--- config.mk ---
export PLATFORM = sky130hd
export DESIGN_NAME = alu_result_stage_flat
export DESIGN_NICKNAME = d
export VERILOG_FILES = /design/src/rtl/alu_result_stage_if.sv /design/src/rtl/alu_result_stage.sv /design/src/flat_wrapper.sv
export SDC_FILE = /design/constraint.sdc
export NUM_CORES = 1
export LEC_CHECK = 0
export ABC_CLOCK_PERIOD_IN_PS = 2300
export BUFFER_PORTS_ARGS = -buffer_cell sky130_fd_sc_hd__clkbuf_2
export CORE_UTILIZATION = 41
export DETAILED_ROUTE_END_ITERATION = 10
export HOLD_SLACK_MARGIN = 0.12
export PLACE_DENSITY = 0.78
export SYNTH_ARGS = -nofsm -noshare
export SYNTH_HDL_FRONTEND = slang
export SYNTH_SLANG_ARGS = --single-unit
--- constraint.sdc ---
create_clock -name clk -period 2.3 [get_ports clk]
set_clock_uncertainty 0.1 [all_clocks]
set_input_delay 0.46 -clock clk [delete_from_list [all_inputs] [get_ports clk]]
set_output_delay 0.46 -clock clk [all_outputs]
set_load 0.02 [all_outputs]
--- src/rtl/alu_result_stage_if.sv ---
// Handshake and payload bundle between the ALU units, the result stage and its consumer.
interface alu_result_stage_if #(
    parameter int unsigned WIDTH = 32
);
    logic             in_valid;
    logic             in_ready;
    logic [2:0]       op;
    logic [WIDTH-1:0] in1;
    logic [WIDTH-1:0] in2;
    logic [WIDTH-1:0] res_and;
    logic [WIDTH-1:0] res_or;
    logic [WIDTH-1:0] res_nor;
    logic [WIDTH-1:0] res_add;
    logic [WIDTH-1:0] res_sub;
    logic             cout_add;
    logic             cout_sub;
    logic             out_valid;
    logic             out_ready;
    logic [WIDTH-1:0] out1;
    logic             zero;
    logic             neg;
    logic             carry;
    logic             ovf;
    logic             op_err;

    // Producer/consumer side: drives operations and out_ready, observes results.
    modport master (
        output in_valid, op, in1, in2,
        output res_and, res_or, res_nor, res_add, res_sub,
        output cout_add, cout_sub, out_ready,
        input  in_ready, out_valid, out1, zero, neg, carry, ovf, op_err
    );

    // Result stage side.
    modport slave (
        input  in_valid, op, in1, in2,
        input  res_and, res_or, res_nor, res_add, res_sub,
        input  cout_add, cout_sub, out_ready,
        output in_ready, out_valid, out1, zero, neg, carry, ovf, op_err
    );
endinterface

--- src/rtl/alu_result_stage.sv ---
// ALU result select + Z/N/C/V flag generation feeding a 2-entry skid buffer.
module alu_result_stage #(
    parameter int unsigned WIDTH = 32
) (
    input  logic               clk,
    input  logic               rst_n,
    alu_result_stage_if.slave  bus
);
    localparam int unsigned MSB = WIDTH - 1;

    localparam logic [2:0] OP_AND  = 3'b000;
    localparam logic [2:0] OP_OR   = 3'b001;
    localparam logic [2:0] OP_NOR  = 3'b010;
    localparam logic [2:0] OP_ADD  = 3'b011;
    localparam logic [2:0] OP_SUB  = 3'b100;
    localparam logic [2:0] OP_SLT  = 3'b101;
    localparam logic [2:0] OP_PASS = 3'b110;

    typedef struct packed {
        logic [WIDTH-1:0] res;
        logic             zero;
        logic             neg;
        logic             carry;
        logic             ovf;
    } entry_t;

    typedef enum logic [1:0] {
        EMPTY = 2'd0,
        ONE   = 2'd1,
        FULL  = 2'd2
    } state_t;

    state_t state;
    entry_t main_q;
    entry_t skid_q;
    logic   valid_q;
    logic   rdy_q;
    logic   err_q;

    entry_t nxt;
    logic   illegal;
    logic   v_add;
    logic   v_sub;
    logic   ready_gated;
    logic   accept;
    logic   drain;

    // in_ready comes from the state register; held low while reset is asserted.
    assign ready_gated = rdy_q & rst_n;
    assign accept      = bus.in_valid & ready_gated;
    assign drain       = valid_q & bus.out_ready;

    // Select the unit result for this op and derive its flags.
    always_comb begin
        nxt     = '0;
        illegal = 1'b0;
        v_add   = (bus.in1[MSB] == bus.in2[MSB]) & (bus.res_add[MSB] != bus.in1[MSB]);
        v_sub   = (bus.in1[MSB] != bus.in2[MSB]) & (bus.res_sub[MSB] != bus.in1[MSB]);
        case (bus.op)
            OP_AND:  nxt.res = bus.res_and;
            OP_OR:   nxt.res = bus.res_or;
            OP_NOR:  nxt.res = bus.res_nor;
            OP_ADD: begin
                nxt.res   = bus.res_add;
                nxt.carry = bus.cout_add;
                nxt.ovf   = v_add;
            end
            OP_SUB: begin
                nxt.res   = bus.res_sub;
                nxt.carry = bus.cout_sub;
                nxt.ovf   = v_sub;
            end
            // Signed less-than: sign of the difference corrected by overflow.
            OP_SLT:  nxt.res = {{(WIDTH-1){1'b0}}, bus.res_sub[MSB] ^ v_sub};
            OP_PASS: nxt.res = bus.in1;
            default: begin
                nxt.res = '0;
                illegal = 1'b1;
            end
        endcase
        nxt.zero = (nxt.res == '0);
        nxt.neg  = nxt.res[MSB];
    end

    // Skid-buffer FSM: main drives the outputs, skid absorbs one entry while stalled.
    always_ff @(posedge clk) begin
        if (!rst_n) begin
            state   <= EMPTY;
            main_q  <= '0;
            skid_q  <= '0;
            valid_q <= 1'b0;
            rdy_q   <= 1'b1;
            err_q   <= 1'b0;
        end else begin
            if (accept && illegal) begin
                err_q <= 1'b1;
            end
            case (state)
                EMPTY: begin
                    if (accept) begin
                        main_q  <= nxt;
                        valid_q <= 1'b1;
                        state   <= ONE;
                    end
                end
                ONE: begin
                    if (accept && drain) begin
                        main_q <= nxt;
                    end else if (accept) begin
                        skid_q <= nxt;
                        rdy_q  <= 1'b0;
                        state  <= FULL;
                    end else if (drain) begin
                        valid_q <= 1'b0;
                        state   <= EMPTY;
                    end
                end
                FULL: begin
                    if (drain) begin
                        main_q <= skid_q;
                        rdy_q  <= 1'b1;
                        state  <= ONE;
                    end
                end
                default: begin
                    valid_q <= 1'b0;
                    rdy_q   <= 1'b1;
                    state   <= EMPTY;
                end
            endcase
        end
    end

    assign bus.in_ready  = ready_gated;
    assign bus.out_valid = valid_q;
    assign bus.out1      = main_q.res;
    assign bus.zero      = main_q.zero;
    assign bus.neg       = main_q.neg;
    assign bus.carry     = main_q.carry;
    assign bus.ovf       = main_q.ovf;
    assign bus.op_err    = err_q;
endmodule

--- src/flat_wrapper.sv ---
// flat-port wrapper written by rule: the top's interface ports become plain ports
module alu_result_stage_flat 
#(
    parameter int unsigned WIDTH = 32
)
  (clk, rst_n, bus_in_valid, bus_op, bus_in1, bus_in2, bus_res_and, bus_res_or, bus_res_nor, bus_res_add, bus_res_sub, bus_cout_add, bus_cout_sub, bus_out_ready, bus_in_ready, bus_out_valid, bus_out1, bus_zero, bus_neg, bus_carry, bus_ovf, bus_op_err);
  alu_result_stage_if #(.WIDTH(WIDTH)) bus_i ();
  input  logic clk;
  input  logic rst_n;
  input wire logic [$bits(bus_i.in_valid)-1:0] bus_in_valid;
  input wire logic [$bits(bus_i.op)-1:0] bus_op;
  input wire logic [$bits(bus_i.in1)-1:0] bus_in1;
  input wire logic [$bits(bus_i.in2)-1:0] bus_in2;
  input wire logic [$bits(bus_i.res_and)-1:0] bus_res_and;
  input wire logic [$bits(bus_i.res_or)-1:0] bus_res_or;
  input wire logic [$bits(bus_i.res_nor)-1:0] bus_res_nor;
  input wire logic [$bits(bus_i.res_add)-1:0] bus_res_add;
  input wire logic [$bits(bus_i.res_sub)-1:0] bus_res_sub;
  input wire logic [$bits(bus_i.cout_add)-1:0] bus_cout_add;
  input wire logic [$bits(bus_i.cout_sub)-1:0] bus_cout_sub;
  input wire logic [$bits(bus_i.out_ready)-1:0] bus_out_ready;
  output wire logic [$bits(bus_i.in_ready)-1:0] bus_in_ready;
  output wire logic [$bits(bus_i.out_valid)-1:0] bus_out_valid;
  output wire logic [$bits(bus_i.out1)-1:0] bus_out1;
  output wire logic [$bits(bus_i.zero)-1:0] bus_zero;
  output wire logic [$bits(bus_i.neg)-1:0] bus_neg;
  output wire logic [$bits(bus_i.carry)-1:0] bus_carry;
  output wire logic [$bits(bus_i.ovf)-1:0] bus_ovf;
  output wire logic [$bits(bus_i.op_err)-1:0] bus_op_err;
  assign bus_i.in_valid = bus_in_valid;
  assign bus_i.op = bus_op;
  assign bus_i.in1 = bus_in1;
  assign bus_i.in2 = bus_in2;
  assign bus_i.res_and = bus_res_and;
  assign bus_i.res_or = bus_res_or;
  assign bus_i.res_nor = bus_res_nor;
  assign bus_i.res_add = bus_res_add;
  assign bus_i.res_sub = bus_res_sub;
  assign bus_i.cout_add = bus_cout_add;
  assign bus_i.cout_sub = bus_cout_sub;
  assign bus_i.out_ready = bus_out_ready;
  assign bus_in_ready = bus_i.in_ready;
  assign bus_out_valid = bus_i.out_valid;
  assign bus_out1 = bus_i.out1;
  assign bus_zero = bus_i.zero;
  assign bus_neg = bus_i.neg;
  assign bus_carry = bus_i.carry;
  assign bus_ovf = bus_i.ovf;
  assign bus_op_err = bus_i.op_err;
  alu_result_stage #(.WIDTH(WIDTH)) u_core (.clk(clk), .rst_n(rst_n), .bus(bus_i));
endmodule
==> qor.txt, run 1 <==
RSZ-0062 raised after global routing: false
GRT Resource Usage Total: 30.9%
#FFs+latches synth: 75
Yosys top cell area share: 30.8%
Post-DRT Antenna Nets: 0
Endpoints failing setup: 0
Placed insts: 1046
First-pass DRT Iterations: 8
Vias per std cell: 5.54
Period minus WS final: 2.19 ns
Layout Utilization: 63.3%
Crit path kind: in -> reg
# DRC: 14
Top-Level Pins: 272
WL per Instance: 17.9 microns
Startpoint types: input pin
Final Hold Slack: 0.339 ns
CTS tree: yes
Failing checks: DRC
Hold/Removal Path Class: in -> reg
Rows: 39
Final period util: 95.2%
CTS Hold Bufs: 0
Leak Pwr: 3.47 nW
Clock sink count: 75
Ys flop type: dfxtp_1
Seq/Total Area, Yosys: 30.8%
Clock transition at path regs: 0.06 ns
TritonCTS buffer count: 9
Asr flop ratio synth: 0%
Yosys warns: 0
Via count: 5897
Root buf cell: clkbuf_16
Req. time, crit path: 2.45 ns
Area Overhead vs Synth: 49.7%
Final Hold Vio Count: 0
PD cells: 543 nW/um^2
Post-synth EDFFs: 0
Vias in the first global route: 5735
Gr ovfl total: 0
CTS max path bufs: 2
Slew margin rel.: 51.4%
First-pass GRT wire length: 29.5 mm
IO Port Bufs: 240
Worst skew pair latency: 0.33 ns
Drt total wl: 19.1 mm
Initial antenna violation count: 0
DP HPWL: 15.4 mm
H-tree depth: 3
Max reg flops: 35
Tot Pwr: 0.00396 W
Worst-margin pin slew: 0.728 ns
Worst path arrival time: 2.34 ns
Total Die Area: 12300 sq um
DIE WIDTH: 111 microns
Setup crit end kind: flip-flop
Yosys top cell by area: dfxtp_1
Largest cells by area after synthesis: dfxtp_1 (31%), mux2i_1 (10%), nor2_1 (9.5%), a211oi_1 (8.6%), a21oi_1 (5.9%)
Core box area: 11500 sq um
ANT cells: 0
Status: finished with violations
Slew Viols, Final: 0
Layout cell share with drive strength beyond 1: 43.7%
Syn_area_per_cell: 8.01 sq um
Die Y: 111 microns
Starting density of the core: 42.3%
Yosys cell types: 64
Worst-path maximum fanout: 12
Max-Cap Viols: 0
Final #Nets: 1150
Pin count of the biggest net entering global routing: 72
DRT iter0 DRCs: 448
Reg with most FFs: u_core.skid_q
Mapped Area: 4870 sq um
Mapped Nets: 841
Maximum clock rate: 0.457 GHz
VDD IR max: 0.397 mV
Final Instance Count excl. Fillers: 1065
RD Place Congestion: 0.920
Cells after synthesis: 608
[cell usage after synthesis, types with 2 or more instances]
cell type	count
buf_4	3
o21a_1	2
o22ai_1	2
nand2b_1	7
a221o_1	4
nor3b_1	2
o32ai_1	3
nand3b_1	3
nor3_1	8
a31oi_1	5
a211o_1	2
a21oi_1	57
clkbuf_1	33
a211oi_1	56
mux2_1	9
buf_1	4
a22oi_1	8
mux4_2	5
mux2_2	12
inv_2	2
nor2b_1	5
o221ai_1	4
a222oi_1	3
nand2_1	29
mux2i_1	49
dfxtp_1	75
buf_2	9
nand4_1	3
o21ai_0	21
buf_6	6
and3_1	2
nand3_1	14
inv_1	3
nor2_1	123
o2bb2ai_1	5
mux2_4	2
[layout make-up]
cell class / instances / area, sq um
fillers: 1045 / 4230
multi-input cells: 472 / 3090
repair buffers: 353 / 2180
flip-flops and latches: 75 / 1500
clock buffers: 10 / 239
well taps: 143 / 179
clock inverters: 6 / 71.3
inverters: 6 / 26.3
[worst max-delay path: stages]
cell and delay (ns):
buf_4 0.16, buf_8 0.17, mux2_1 0.33, a222oi_1 0.36, buf_4 0.21, nand4_1 0.07
nor2_1 0.15, nand4_1 0.16, o32ai_2 0.27
[stage by stage]
stage | setup TNS [ns] | setup slack (ns) | cell area, sq um
final | 0 | 0.111 | 7290
after global routing | 0 | 0.0107 | 7290
after CTS | 0 | 0.000414 | 7240
after detailed placement | -2.42 | -0.332 | 6930
after global placement | -1.71 | -0.282 | 6930
after floorplan | 0 | 0.0234 | 4870
[layout by cell type, fill, tap and decap left out, types with 2 or more instances in the layout]
cell type	synthesis	routed
buf_12	0	9
a21oi_1	57	57
clkinvlp_4	0	3
clkbuf_2	0	237
mux2_1	9	9
a211oi_1	56	56
mux2_4	2	2
a31oi_1	5	4
mux4_2	5	5
nor3_1	8	8
a211o_1	2	2
o21a_1	2	2
inv_2	2	2
a222oi_1	3	3
clkbuf_16	0	9
nor3b_1	2	2
o2bb2ai_1	5	5
buf_4	3	104
dfxtp_1	75	75
nand4_1	3	3
o32ai_1	3	3
a221o_1	4	4
o21ai_0	21	21
nand2b_1	7	6
mux2i_1	49	49
nand3b_1	3	3
nor2_1	123	122
nor2b_1	5	5
a22oi_1	8	8
nand3_1	14	14
mux2_2	12	12
o22ai_1	2	2
inv_6	0	3
o221ai_1	4	4
and3_1	2	2
nand2_1	29	29
inv_1	3	3
[power breakdown]
| part | switching [W] | leakage, nW | internal [W] |
|---|---|---|---|
| combinational | 0.000568 | 2.72 | 0.000548 |
| clock | 0.000568 | 0.146 | 0.000881 |
| sequential | 0.0000381 | 0.607 | 0.00136 |
[logic make-up after synthesis]
kind of cell    count (synthesis)  share of synthesized area [%]
simple gates                  205                           18.5
fa+ha+maj                       1                          0.206
flops                          75                           30.8
mux                            77                           17.9
buf+inv                        62                           6.40
xor+xnor                        1                          0.180
compound gates                187                           26.0
[per-layer routing]
layer  GRT usage, %  routed length [microns]  share of wire (%)  up-vias
met5              0                        0                  0        -
met3           4.70                     1300                6.8       38
met4           12.3                      565                3.0        0
met2           53.3                     9480                 50      247
li1               -                        -                  -     2860
met1           38.3                     7740                 41     2752
[repair_timing]
item	in CTS	in global routing
endpoints found under the hold margin	0	0
endpoints found under the setup margin	0	6
resized for setup	0	10
buffers inserted	0	2
[path summary, 6_finish.rpt]
path	start	endpoint	slack [ns]	cells after the start
worst min register to register	u_core.skid_q[6]$_SDFFE_PN0P_	u_core.skid_q[6]$_SDFFE_PN0P_	0.36	2
worst max-delay path	bus_op[1]	u_core.bus.zero$_SDFFE_PN0P_	0.11	9
worst min-delay path	bus_out_ready	u_core.bus.out_valid$_SDFFE_PN0P_	0.34	4
worst max register to register	u_core.rdy_q$_SDFFE_PN1P_	u_core.bus.out1[12]$_SDFFE_PN0P_	0.23	9
Note: power is estimated with default switching activity, not from simulation.
==> inputs of run 2 (changes only) <==
--- a/config.mk
+++ b/config.mk
@@ -5,12 +5,13 @@
 export SDC_FILE = /design/constraint.sdc
 export NUM_CORES = 1
 export LEC_CHECK = 0
+export ABC_AREA = 1
 export ABC_CLOCK_PERIOD_IN_PS = 2300
 export BUFFER_PORTS_ARGS = -buffer_cell sky130_fd_sc_hd__clkbuf_2
 export CORE_UTILIZATION = 41
 export DETAILED_ROUTE_END_ITERATION = 10
 export HOLD_SLACK_MARGIN = 0.12
-export PLACE_DENSITY = 0.78
+export PLACE_DENSITY = 0.77
 export SYNTH_ARGS = -nofsm -noshare
 export SYNTH_HDL_FRONTEND = slang
 export SYNTH_SLANG_ARGS = --single-unit
==> qor.txt, run 2 <==
Clock power share: 37.8%
Worst-path maximum fanout: 10
Area Overhead vs Synth: 37.0%
DRT iter0 DRCs: 540
Int Pwr: 0.00297 W
TritonCTS buffer count: 9
Drt total wl: 19.4 mm
Largest cells by area after synthesis: dfxtp_1 (29%), nand3_1 (12%), nand4_1 (11%), nand2_1 (8.5%), inv_1 (5.9%)
Status: completed
Crit path kind: in -> reg
VDD IR max: 0.390 mV
Rows: 40
CTS tree: yes
Setup Fix Bufs, Post-CTS: 0
#FFs+latches synth: 75
Reg with most FFs: u_core.skid_q
Final #Nets: 1249
CTS max path bufs: 2
Mapped Area: 5090 sq um
Tot Pwr: 0.00428 W
Req. time, crit path: 2.46 ns
Final Hold Slack: 0.365 ns
Setup crit end kind: flip-flop
Layout Utilization: 57.8%
First-pass GRT wire length: 30.0 mm
Max reg flops: 35
Final WS setup: 0.275 ns
CTS Hold Bufs: 0
Via count: 6636
Mapped Nets: 1023
Post-CTS Resized: 0
Fin area: 6970 sq um
Leak Pwr: 3.50 nW
Most instantiated cells after synthesis: nand3_1 (127), nand2_1 (115), nand4_1 (90)
PD cells: 613 nW/um^2
Pin count of the biggest net entering global routing: 71
Comb pwr share: 28.0%
Yosys cell types: 28
Initial antenna violation count: 0
Syn_area_per_cell: 6.44 sq um
Worst-margin pin slew: 0.834 ns
Switching Power: 0.00131 W
Startpoint types: input pin
Clock sink count: 75
Hold/Removal Path Class: reg -> reg
Most common cell after layout, fill and taps aside: clkbuf_2
Period minus WS final: 2.03 ns
Vias in the first global route: 5808
GRT Resource Usage Total: 29.8%
Post-synth EDFFs: 0
Ys flop type: dfxtp_1
Yosys warns: 0
Clock transition at path regs: 0.06 ns
Count leader, synth: nand3_1
Slew Viols, Final: 0
Total Die Area: 12900 sq um
Placed cell area: 6630 sq um
Sequential share of power: 34.2%
Die Y: 113 microns
ANT cells: 0
Max-Cap Viols: 0
Asr flop ratio synth: 0%
Worst path arrival time: 2.18 ns
Cells after synthesis: 790
Core box area: 12100 sq um
Final Hold Vio Count: 0
Top-Level Pins: 272
Vias per std cell: 5.58
Yosys top cell area share: 29.5%
WL per Instance: 16.3 microns
IO Port Bufs: 240
Root buf cell: clkbuf_16
Worst skew pair latency: 0.34 ns
First-pass DRT Iterations: 7
DP HPWL: 14.7 mm
Maximum clock rate: 0.494 GHz
Gr ovfl total: 0
DP Worst Slack: -0.00374 ns
Yosys top cell by area: dfxtp_1
Most frequent cells in the layout: clkbuf_2 (240), nand3_1 (127), nand2_1 (115), nand4_1 (90), inv_1 (80)
DIE WIDTH: 113 microns
Seq/Total Area, Yosys: 29.5%
Slew margin rel.: 44.3%
Layout cell share with drive strength beyond 1: 31.0%
Switching Share: 30.7%
# DRC: 0
Starting density of the core: 42.2%
H-tree depth: 3
Endpoints failing setup: 0
Final period util: 88.1%
RD Place Congestion: 0.937
RSZ-0062 raised after global routing: false
Post-DRT Antenna Nets: 0
-- run 2: final cells by class --
cell class | count | area [sq um]
Clock inverter | 5 | 100
Sequential cell | 75 | 1500
Fill cell | 1157 | 5090
Inverter | 86 | 323
Multi-Input combinational cell | 554 | 2890
Tap cell | 168 | 210
Timing Repair Buffer | 290 | 1700
Clock buffer | 11 | 243
-- run 2: power by group through the flow --
stage	Clock [W]	Sequential, W	Combinational [W]
finish	0.00162	0.00146	0.00120
global placement	0	0.00149	0.00117
floorplan	0	0.00157	0.000576
detailed placement	0	0.00149	0.00117
global route	0.00166	0.00147	0.00130
CTS	0.00162	0.00146	0.00118
-- run 2: path summary, 6_finish.rpt --
check	from	end	slack [ns]	cells after the start
hold reg to reg	u_core.bus.out1[4]$_SDFFE_PN0P_	u_core.bus.out1[4]$_SDFFE_PN0P_	0.36	2
setup / recovery	bus_op[1]	u_core.bus.zero$_SDFFE_PN0P_	0.27	16
hold / removal	u_core.bus.out1[4]$_SDFFE_PN0P_	u_core.bus.out1[4]$_SDFFE_PN0P_	0.36	2
setup reg to reg	u_core.bus.out_valid$_SDFFE_PN0P_	u_core.bus.out1[5]$_SDFFE_PN0P_	0.45	7
-- run 2: logic make-up (layout without fill, tap and decap cells) --
kind of cell    after synthesis  after routing  synth area share (%)
flops                        75             75                  29.5
compound gates              158            158                  19.2
buf+inv                     161            392                  14.1
simple gates                396            396                  37.2
-- run 2: stage by stage --
stage               instances   TNS, ns
floorplan                 790         0
global placement         1173         0
detailed placement       1173  -0.00374
CTS                      1189         0
global route             1189         0
finish                   1189         0
-- run 2: worst max-delay path: stages --
cell and delay, ns:
clkbuf_2 0.21, inv_2 0.13, nand2_2 0.11, nor2_4 0.05, buf_4 0.18, nand2_1 0.07, nand3_1 0.13, nor2_1 0.19
nand2_1 0.09, nor2_1 0.09, nand2_1 0.05, nor2_1 0.11, nand2_1 0.09, nand2_1 0.07, nand2_1 0.05, a21oi_1 0.11
-- run 2: routing by layer --
layer  global-route usage [%]  vias up  part of all wire (%)
met1                     41.4     2984                    44
met2                     47.0      358                    45
met4                     11.8        0                   3.1
met3                     3.77       49                   8.4
met5                        0        -                     0
li1                         -     3245                     -
